--- config.mk ---
export PLATFORM = sky130hd
export DESIGN_NAME = gcm_block_sequencer
export DESIGN_NICKNAME = d
export VERILOG_FILES = /design/src/rtl/gcm_block_sequencer.sv
export SDC_FILE = /design/constraint.sdc
export NUM_CORES = 2
export LEC_CHECK = 0
export CORE_AREA = 5 5 357 359
export CTS_CLUSTER_DIAMETER = 60
export DETAILED_ROUTE_END_ITERATION = 10
export DIE_AREA = 0 0 362 364
export GPL_TIMING_DRIVEN = 0
export SYNTH_ARGS = -nofsm -noshare
export SYNTH_HDL_FRONTEND = slang
export SYNTH_SLANG_ARGS = --single-unit
--- constraint.sdc ---
create_clock -name clk -period 6.48 [get_ports clk]
set_clock_uncertainty 0.15 [all_clocks]
set_input_delay 1.296 -clock clk [delete_from_list [all_inputs] [get_ports clk]]
set_output_delay 1.296 -clock clk [all_outputs]
set_load 0.01 [all_outputs]
--- src/rtl/gcm_block_sequencer.sv ---
// gcm_block_sequencer: upstream feeder for gcm_aes.
// Latches a message command, packs a 32-bit word stream into zero-padded
// 128-bit AAD/PT blocks and issues them one per strobe, together with the
// new-instance / pt-instance framing and bit-length outputs gcm_aes expects.
// Data vectors use ascending bit order so the first stream byte lands in
// bits [0:7], matching the big-endian byte layout of GCM blocks.
module gcm_block_sequencer #(
  parameter int LEN_W  = 32,
  parameter int SIZE_W = 64
) (
  input  logic              clk,
  input  logic              i_rst_n,
  input  logic              i_start,
  input  logic [0:127]      i_cipher_key,
  input  logic [0:95]       i_iv,
  input  logic [LEN_W-1:0]  i_aad_bytes,
  input  logic [LEN_W-1:0]  i_pt_bytes,
  input  logic              i_s_valid,
  input  logic [0:31]       i_s_data,
  output logic              o_s_ready,
  output logic              o_busy,
  output logic              o_blk_valid,
  output logic              o_new_instance,
  output logic              o_pt_instance,
  output logic [0:127]      o_aad,
  output logic [0:127]      o_plain_text,
  output logic [0:127]      o_cipher_key,
  output logic [0:95]       o_iv,
  output logic [SIZE_W-1:0] o_aad_size,
  output logic [SIZE_W-1:0] o_plain_text_size,
  output logic              o_done
);

  typedef enum logic [2:0] {
    IDLE, AAD_FILL, AAD_ISSUE, PT_FILL, PT_ISSUE, DONE
  } state_t;

  state_t           state;
  logic [LEN_W-1:0] rem;
  logic [LEN_W-1:0] pt_len;
  logic [1:0]       slot;
  logic [0:127]     blk;
  logic             first_pending;
  logic             pt_first;
  logic             hold;

  logic [2:0]       word_bytes;
  logic [0:31]      masked;
  logic [0:127]     filled;
  logic [LEN_W-1:0] rem_next;
  logic             blk_done;

  // Datapath for the word being offered: trim bytes past the section end,
  // merge the word into the current slot and decide whether the block closes.
  always_comb begin
    word_bytes = (rem > LEN_W'(3)) ? 3'd4 : rem[2:0];
    masked = '0;
    for (int b = 0; b < 4; b++) begin
      masked[8*b +: 8] = (b < int'(word_bytes)) ? i_s_data[8*b +: 8] : 8'h00;
    end
    filled = blk;
    filled[{slot, 5'b00000} +: 32] = masked;
    rem_next = rem - LEN_W'(word_bytes);
    blk_done = (slot == 2'd3) || (rem_next == '0);
  end

  // Sequencer FSM with all outputs registered alongside the state.
  always_ff @(posedge clk or negedge i_rst_n) begin
    if (!i_rst_n) begin
      state             <= IDLE;
      rem               <= '0;
      pt_len            <= '0;
      slot              <= '0;
      blk               <= '0;
      first_pending     <= 1'b0;
      pt_first          <= 1'b0;
      hold              <= 1'b0;
      o_s_ready         <= 1'b0;
      o_busy            <= 1'b0;
      o_blk_valid       <= 1'b0;
      o_new_instance    <= 1'b0;
      o_pt_instance     <= 1'b0;
      o_aad             <= '0;
      o_plain_text      <= '0;
      o_cipher_key      <= '0;
      o_iv              <= '0;
      o_aad_size        <= '0;
      o_plain_text_size <= '0;
      o_done            <= 1'b0;
    end else begin
      o_blk_valid <= 1'b0;
      o_done      <= 1'b0;
      unique case (state)
        IDLE: begin
          if (i_start) begin
            o_cipher_key      <= i_cipher_key;
            o_iv              <= i_iv;
            o_aad_size        <= SIZE_W'({i_aad_bytes, 3'b000});
            o_plain_text_size <= SIZE_W'({i_pt_bytes, 3'b000});
            pt_len            <= i_pt_bytes;
            first_pending     <= 1'b1;
            pt_first          <= 1'b1;
            slot              <= '0;
            blk               <= '0;
            o_busy            <= 1'b1;
            if (i_aad_bytes != '0) begin
              rem       <= i_aad_bytes;
              state     <= AAD_FILL;
              o_s_ready <= 1'b1;
            end else if (i_pt_bytes != '0) begin
              rem       <= i_pt_bytes;
              state     <= PT_FILL;
              o_s_ready <= 1'b1;
            end else begin
              // Empty message: one framing cycle with both flags, then done.
              state          <= DONE;
              hold           <= 1'b1;
              o_new_instance <= 1'b1;
              o_pt_instance  <= 1'b1;
            end
          end
        end
        AAD_FILL, PT_FILL: begin
          if (i_s_valid) begin
            rem <= rem_next;
            if (blk_done) begin
              slot           <= '0;
              blk            <= '0;
              o_s_ready      <= 1'b0;
              o_blk_valid    <= 1'b1;
              o_new_instance <= first_pending;
              first_pending  <= 1'b0;
              if (state == AAD_FILL) begin
                o_aad <= filled;
                state <= AAD_ISSUE;
              end else begin
                o_plain_text  <= filled;
                o_pt_instance <= pt_first;
                pt_first      <= 1'b0;
                state         <= PT_ISSUE;
              end
            end else begin
              blk  <= filled;
              slot <= slot + 2'd1;
            end
          end
        end
        AAD_ISSUE: begin
          o_aad          <= '0;
          o_new_instance <= 1'b0;
          if (rem != '0) begin
            state     <= AAD_FILL;
            o_s_ready <= 1'b1;
          end else if (pt_len != '0) begin
            rem       <= pt_len;
            state     <= PT_FILL;
            o_s_ready <= 1'b1;
          end else begin
            state  <= DONE;
            o_done <= 1'b1;
          end
        end
        PT_ISSUE: begin
          o_plain_text   <= '0;
          o_new_instance <= 1'b0;
          o_pt_instance  <= 1'b0;
          if (rem != '0) begin
            state     <= PT_FILL;
            o_s_ready <= 1'b1;
          end else begin
            state  <= DONE;
            o_done <= 1'b1;
          end
        end
        DONE: begin
          if (hold) begin
            hold           <= 1'b0;
            o_new_instance <= 1'b0;
            o_pt_instance  <= 1'b0;
            o_done         <= 1'b1;
          end else begin
            state  <= IDLE;
            o_busy <= 1'b0;
          end
        end
        default: state <= IDLE;
      endcase
    end
  end

endmodule

# Word-level counts from Yosys, hierarchy flattened
# Index checks and enable logic that the tools add are counted.
[word_totals]
ff_bits = 718
latchBits = 0
mem_bits_rw = 0
rom_bits = 0
inputBits = 324
n_memories = 0
[op_classes]
add_sub_neg = 3
n_mul = 0
div = 0
order_cmp = 5
eq_ne = 20
shift = 2
n_mux = 77
bitwise_logic = 1
n_reduce_logical = 30
[op_table]
columns = ["cell", "count"]
rows = [
  ["128-bit 2-to-1 mux", 9],
  ["128-bit case mux with 2 select lines", 3],
  ["32-bit 2-to-1 mux", 6],
  ["129-bit by 9-bit variable shift with 128-bit output, first input constant", 1],
  ["129-bit by 9-bit variable part select with 128-bit output", 1],
  ["128-bit bitwise mux", 1],
  ["32-bit nonzero test", 4],
  ["32-bit case mux with 3 select lines", 1],
  ["3-bit 2-to-1 mux", 11],
  ["32-bit by 2-bit greater-than comparator with 1-bit output, second input constant", 1],
  ["32-bit logical NOT", 1],
  ["8-bit 2-to-1 mux", 4],
  ["32-bit by 3-bit subtractor with 32-bit output", 1],
  ["1-bit 2-to-1 mux", 29],
  ["2-bit != test, second input constant", 12],
  ["4-bit AND reduction", 5],
  ["3-bit case mux with 5 select lines", 1],
  ["7-bit AND reduction", 2],
  ["1-bit case mux with 4 select lines", 3],
  ["4-bit nonzero test", 3],
  ["8-bit negation with 9-bit output", 1],
  ["7-bit inverter with 8-bit output", 1],
  ["1-bit case mux with 2 select lines", 4],
  ["8-bit AND reduction", 1],
  ["other kinds (20)", 32],
]

# Logic depth before layout (Yosys ltp)
[logic_depth]
ltp_word = 10
depth_mapped = 18

# Least setup slack after synthesis
# Ideal clock, no wire load.
[synth_timing]
kind = "flip-flop to flip-flop"
start = "register rem[3]"
end = "register o_aad[24] (netlist bit)"
setup_ns = 0.121
arrival_time_ns = 4.228
required_time_ns = 6.209
setup_slack_ns = 1.981
path_stages_with_launch = 18
path_buffers = 3
synth_period_minus_slack_ns = 4.499
cell_sequence = "dfrtp_1 > buf_2 > or4_4 > nor3_2 > nand3_1 > nand2_1 > ha_1 > nor4_1 > o2111ai_1 > a2111oi_0 > nand3_1 > or4_1 > or4_4 > o311ai_1 > nand2b_1 > buf_2 > buf_6 > a22o_1"
[synth_via]
elab_chain_cells = 10
word_cells_on_any_way = 21
classes_between = "1 x add/sub; 5 x order compare; 1 x eq/ne; 1 x shift; 10 x mux; 3 x reduce/logical"
[synth_lines]
columns = ["element", "line_no", "rtl"]
rows = [
  ["from (decl)", "39", "logic [LEN_W-1:0] rem;"],
  ["from (signal assigned)", "107", "rem <= i_aad_bytes;"],
  ["from (signal assigned)", "111", "rem <= i_pt_bytes;"],
  ["from (signal assigned)", "125", "rem <= rem_next;"],
  ["32-bit by 2-bit greater-than comparator with 1-bit output", "56", "word_bytes = (rem > LEN_W'(3)) ? 3'd4 : rem[2:0];"],
  ["3-bit 2-to-1 mux", "56", ""],
  ["2-bit by 3-bit less-than comparator with 1-bit output / 1-bit by 3-bit less-than comparator with 1-bit output (equally long branches)", "59", "masked[8*b +: 8] = (b < int'(word_bytes)) ? i_s_data[8*b +: 8] : 8'h00;"],
  ["8-bit 2-to-1 mux", "59", ""],
  ["129-bit by 9-bit variable part select with 128-bit output", "62", "filled[{slot, 5'b00000} +: 32] = masked;"],
  ["128-bit bitwise mux", "62", ""],
  ["128-bit 2-to-1 mux", "133", "if (state == AAD_FILL) begin"],
  ["128-bit 2-to-1 mux", "126", "if (blk_done) begin"],
  ["128-bit 2-to-1 mux", "124", "if (i_s_valid) begin"],
  ["128-bit case mux with 2 select lines", "93", "unique case (state)"],
  ["to (signal assigned)", "134", "o_aad <= filled;"],
  ["to (decl)", "25", "output logic [0:127] o_aad,"],
]
# Parallel ways exist; a longest one is shown, timed or not. The select of a mux whose other input is x is not followed.
# A chain may end at the register's enable or synchronous reset.

# Worst setup path in the final report
[layout_timing]
start = "register rem[12]"
end = "register o_plain_text[81] (netlist bit)"
[layout_via]
elab_chain_cells = 10
word_cells_on_any_way = 21
classes_between = "1 x add/sub; 5 x order compare; 1 x eq/ne; 1 x shift; 10 x mux; 3 x reduce/logical"
[layout_lines]
columns = ["element", "line_no", "rtl"]
rows = [
  ["32-bit by 2-bit greater-than comparator with 1-bit output", "56", ""],
  ["3-bit 2-to-1 mux", "56", ""],
  ["2-bit by 3-bit less-than comparator with 1-bit output / 1-bit by 3-bit less-than comparator with 1-bit output (equally long branches)", "59", ""],
  ["8-bit 2-to-1 mux", "59", ""],
  ["129-bit by 9-bit variable part select with 128-bit output", "62", ""],
  ["128-bit bitwise mux", "62", ""],
  ["128-bit 2-to-1 mux", "133", ""],
  ["128-bit 2-to-1 mux", "126", ""],
  ["128-bit 2-to-1 mux", "124", ""],
  ["128-bit case mux with 2 select lines", "93", ""],
  ["to (signal assigned)", "137", "o_plain_text <= filled;"],
  ["to (decl)", "26", "output logic [0:127] o_plain_text,"],
]
# Parallel ways exist; a longest one is shown, timed or not. The select of a mux whose other input is x is not followed.

==> summary.txt <==
Timing
  • Tcrit/Tclk final: approximately nine tenths
  • Hold WS: between 0.3 and 0.4 ns
  • Relative slew slack: 9.77%
  • Final Setup Violations: 0
  • Setup TNS: 0 ns
  • Hold Violations, Final: 0
  • Fmax: approximately 170 MHz
  • Worst slew pin tran: between 1 and 1.5 ns
  • Unrepaired setup endpoints after global routing: false
  • Final Max Tran Viols: 0
  • Period minus WS final: roughly 5.8 ns

Yosys
  • Syn_area_per_cell: ~12 um2
  • Gate Count Post-Synth: around 2.5k
  • Number of synthesized flops with an enable pin: 0
  • Main area contributors after synthesis: dfrtp_1, mux2_2, a22o_1
  • Unique masters post-synth: 69
  • Synth area leader: dfrtp_1
  • Synth async-reset ratio: 100%
  • Register bit total from synthesis: 718
  • Area share of the largest cell type after synthesis: about three fifths
  • Warnings from Yosys: 0
  • Mapped cell area: slightly above 30,000 um2
  • Synth Flop Type: dfrtp_1
  • Register area share after synthesis: ~60%

Critical path
  • CP Capture Type: flop
  • Cell mode on critical path: nand3_1
  • Worst endpoint required time: about 6.9 ns
  • Critical Path AT: 6.21 ns
  • Worst path cell trace: clkbuf_1 > or4_1 > nor3_2 > nand3_1 > nand2_1 > ha_1 > nor4_1 > o2111ai_1 > a2111oi_0 > nand3_1 > or4_1 > or4_4 > o21bai_4 > nand3_1 > buf_2 > buf_1 > o2bb2ai_1
  • Max Fanout on Critical Path: 10
  • Worst Setup Start Kind: flop
  • Slowest CP cell: or4_1
  • Largest delay contributor family on the critical path: simple AND/OR/NAND/NOR gates
  • Crit path buf inv count: 3
  • Crit Path Class: flop to flop
  • CP max stage delay: approximately 0.6 ns

Global routing
  • Grt met1 use: 25.9%
  • GR Layer Usage met2: between 30% and 40%
  • Grt peak-use layer: met2
  • First-pass GRT wire length: between 200 and 250 mm
  • Vias in the first global route: roughly 26k
  • GR Overflow Total: 0
  • Largest net degree at the start of global routing: 123
  • Initial antenna violation count: 18
  • Gr usage total: a little over a fifth
  • Met3 usage: 7.73%

Die
  • Die Wd: between 300 and 400 um
  • Placeable Area: 123,000 um2
  • # IOs: 938
  • Initial Util: between 20 and 25%
  • Rows: roughly 130
  • Die area: between 100,000 and 150,000 um2
  • Die Span Y: 364 um

Clocking
  • Clock root buffer: clkbuf_16
  • Clock tree from TritonCTS: built
  • CTS sink cnt: 718
  • Setup Buffers After CTS: 0
  • CTS buffer count: ~90
  • Clock buffer depth: 3
  • Worst skew pair latency: 0.65 ns
  • Clock transition at path regs: about 0.060 ns
  • H-tree depth: 3
  • CTS Hold Bufs: 0
  • Post_cts resized: 0

Job
  • # Max-Cap Violations: 0

Route
  • Per-cell routed wire length: 27.7 um
  • Via/cell ratio: a little under 5
  • DR DRC count: 0
  • Pre-antenna DRT Iters: 6
  • Antenna violation net count after detailed routing: 0
  • Vias: 25.3k
  • Final WL: ~140 mm
  • Initial drt markers: 2,138

Final layout
  • Layout Area Growth over Synthesis: 47.5%
  • Nets: around 3.8k
  • Layout cells sized above 1: between 15 and 20%
  • Final Non-Filler Cells: roughly 5.2k

Power and ir drop
  • Power per cell area: between 400 and 500 nW/um2
  • Leakage power total: 18.8 nW
  • Max IR drop VDD: about 280 uV

Placed design
  • Port Buf Inserts: a little under 900
  • Placed Cells incl. Taps: 5,049
  • DPL Wire Length: 116 mm
  • GP Congestion: 0.944

Min path
  • Hold WC Path Type: flop to flop

Status
  • Status: completed
[per-stage QoR]
| step | setup slack [ns] | power [mW] | util, % | area [um2] |
|---|---|---|---|---|
| 3_3_place_gp | -30.12 | 16.8 | 33.3 | 41200 |
| 3_5_place_dp | 0.631 | 16.9 | 33.5 | 41400 |
| 5_1_grt | 0.274 | 23.0 | 36.0 | 44400 |
| 6_report | 0.678 | 22.0 | 36.0 | 44500 |
| 4_1_cts | 0.629 | 22.1 | 36.0 | 44400 |
| 2_1_floorplan | 1.98 | 11.3 | - | 30400 |
[registers in the layout (all words and copies together), names as in the netlist, 2 cells and up]
register      cells
blk             128
state             3
o_aad           128
o_cipher_key    128
o_plain_text    128
o_aad_size       32
pt_len           32
slot              2
o_iv             96
rem              32
[path summary, 6_finish.rpt]
check	start	to	slack (ns)	cells after the start
setup / recovery	rem[12]$_DFFE_PN0P_	o_plain_text[81]$_DFFE_PN0P_	0.68	17
hold / removal	blk[106]$_DFFE_PN0P_	blk[106]$_DFFE_PN0P_	0.32	2
setup reg to reg	rem[12]$_DFFE_PN0P_	o_plain_text[81]$_DFFE_PN0P_	0.68	17
hold reg to reg	blk[106]$_DFFE_PN0P_	blk[106]$_DFFE_PN0P_	0.32	2
max in group asynchronous	i_rst_n	o_iv[55]$_DFFE_PN0P_	3.49	5
min in group asynchronous	i_rst_n	rem[28]$_DFFE_PN0P_	0.45	1
[cells in the mapped netlist (6+ instances only)]
master / number
nand3_1: 14
o21ai_1: 11
a22oi_1: 6
mux2_2: 288
nor4_1: 33
dfrtp_1: 718
nand2b_1: 6
a31oi_1: 9
o21ai_0: 185
clkbuf_1: 108
buf_6: 10
a21oi_1: 106
o2bb2ai_1: 129
buf_4: 65
nor2_1: 67
a22o_1: 206
or4_1: 6
buf_2: 43
o22ai_1: 6
a221oi_1: 12
a21o_1: 30
inv_1: 76
nor2b_1: 68
nand2_1: 156
nand4_1: 10
and2_1: 8
nor3_1: 19
[where the power goes]
group          leakage, nW  switching [mW]  internal [mW]
combinational         7.85            4.93           4.35
clock                 1.50            2.12           3.03
sequential            9.48            1.28           6.24
total                 18.8            8.33           13.6
[worst register-to-register path, cell delays in order (launching register included)]
cell	delay [ns]
dfrtp_1	0.40
clkbuf_1	0.27
or4_1	0.61
nor3_2	0.32
nand3_1	0.28
nand2_1	0.14
ha_1	0.27
nor4_1	0.17
o2111ai_1	0.15
a2111oi_0	0.41
nand3_1	0.12
or4_1	0.41
or4_4	0.47
o21bai_4	0.29
nand3_1	0.31
buf_2	0.37
buf_1	0.35
o2bb2ai_1	0.25
[cell type report]
class / count / area, um2
antenna: 10 / 25.0
clock inverter: 44 / 425
inverter: 76 / 285
sequential: 718 / 18000
timing repair buffer: 881 / 8940
buffer: 227 / 1230
clock buffer: 126 / 2630
multi-input combinational: 1510 / 10900
fill: 12200 / 79000
tap: 1637 / 2050
[layer usage]
layer / part of all wire [%] / wire (um) / vias up
li1: - / - / 11000
met1: 39 / 56700 / 12900
met2: 47 / 68500 / 1183
met3: 10 / 14800 / 207
met4: 3.2 / 4690 / 10
met5: 0.045 / 65 / -
[logic make-up (layout without fill, tap and decap cells)]
family | count (synthesis) | in the layout | share of synthesized area [%]
mux | 288 | 288 | 10.8
compound gates | 733 | 733 | 17.3
other cells | 2 | 75 | 0.0249
flops | 718 | 718 | 59.6
simple gates | 411 | 411 | 6.89
xor+xnor | 8 | 8 | 0.232
buf+inv | 303 | 1354 | 5.01
fa+ha+maj | 5 | 5 | 0.207
[placed cells by master (no fill, tap or decap), types with 14 or more instances in the layout]
| cell type | synthesis | layout |
|---|---|---|
| dfrtp_1 | 718 | 718 |
| a21oi_1 | 106 | 106 |
| clkbuf_16 | 0 | 94 |
| o2bb2ai_1 | 129 | 129 |
| nand2_1 | 156 | 156 |
| buf_2 | 43 | 44 |
| clkinv_2 | 0 | 17 |
| nor2_1 | 67 | 67 |
| clkbuf_8 | 0 | 16 |
| buf_4 | 65 | 65 |
| nand3_1 | 14 | 14 |
| clkbuf_1 | 108 | 123 |
| nor2b_1 | 68 | 68 |
| conb_1 | 2 | 65 |
| nor4_1 | 33 | 33 |
| clkdlybuf4s50_1 | 0 | 872 |
| o21ai_0 | 185 | 185 |
| a21o_1 | 30 | 30 |
| nor3_1 | 19 | 19 |
| inv_1 | 76 | 76 |
| mux2_2 | 288 | 288 |
| a22o_1 | 206 | 206 |
Power figures use the tool's default switching activity.
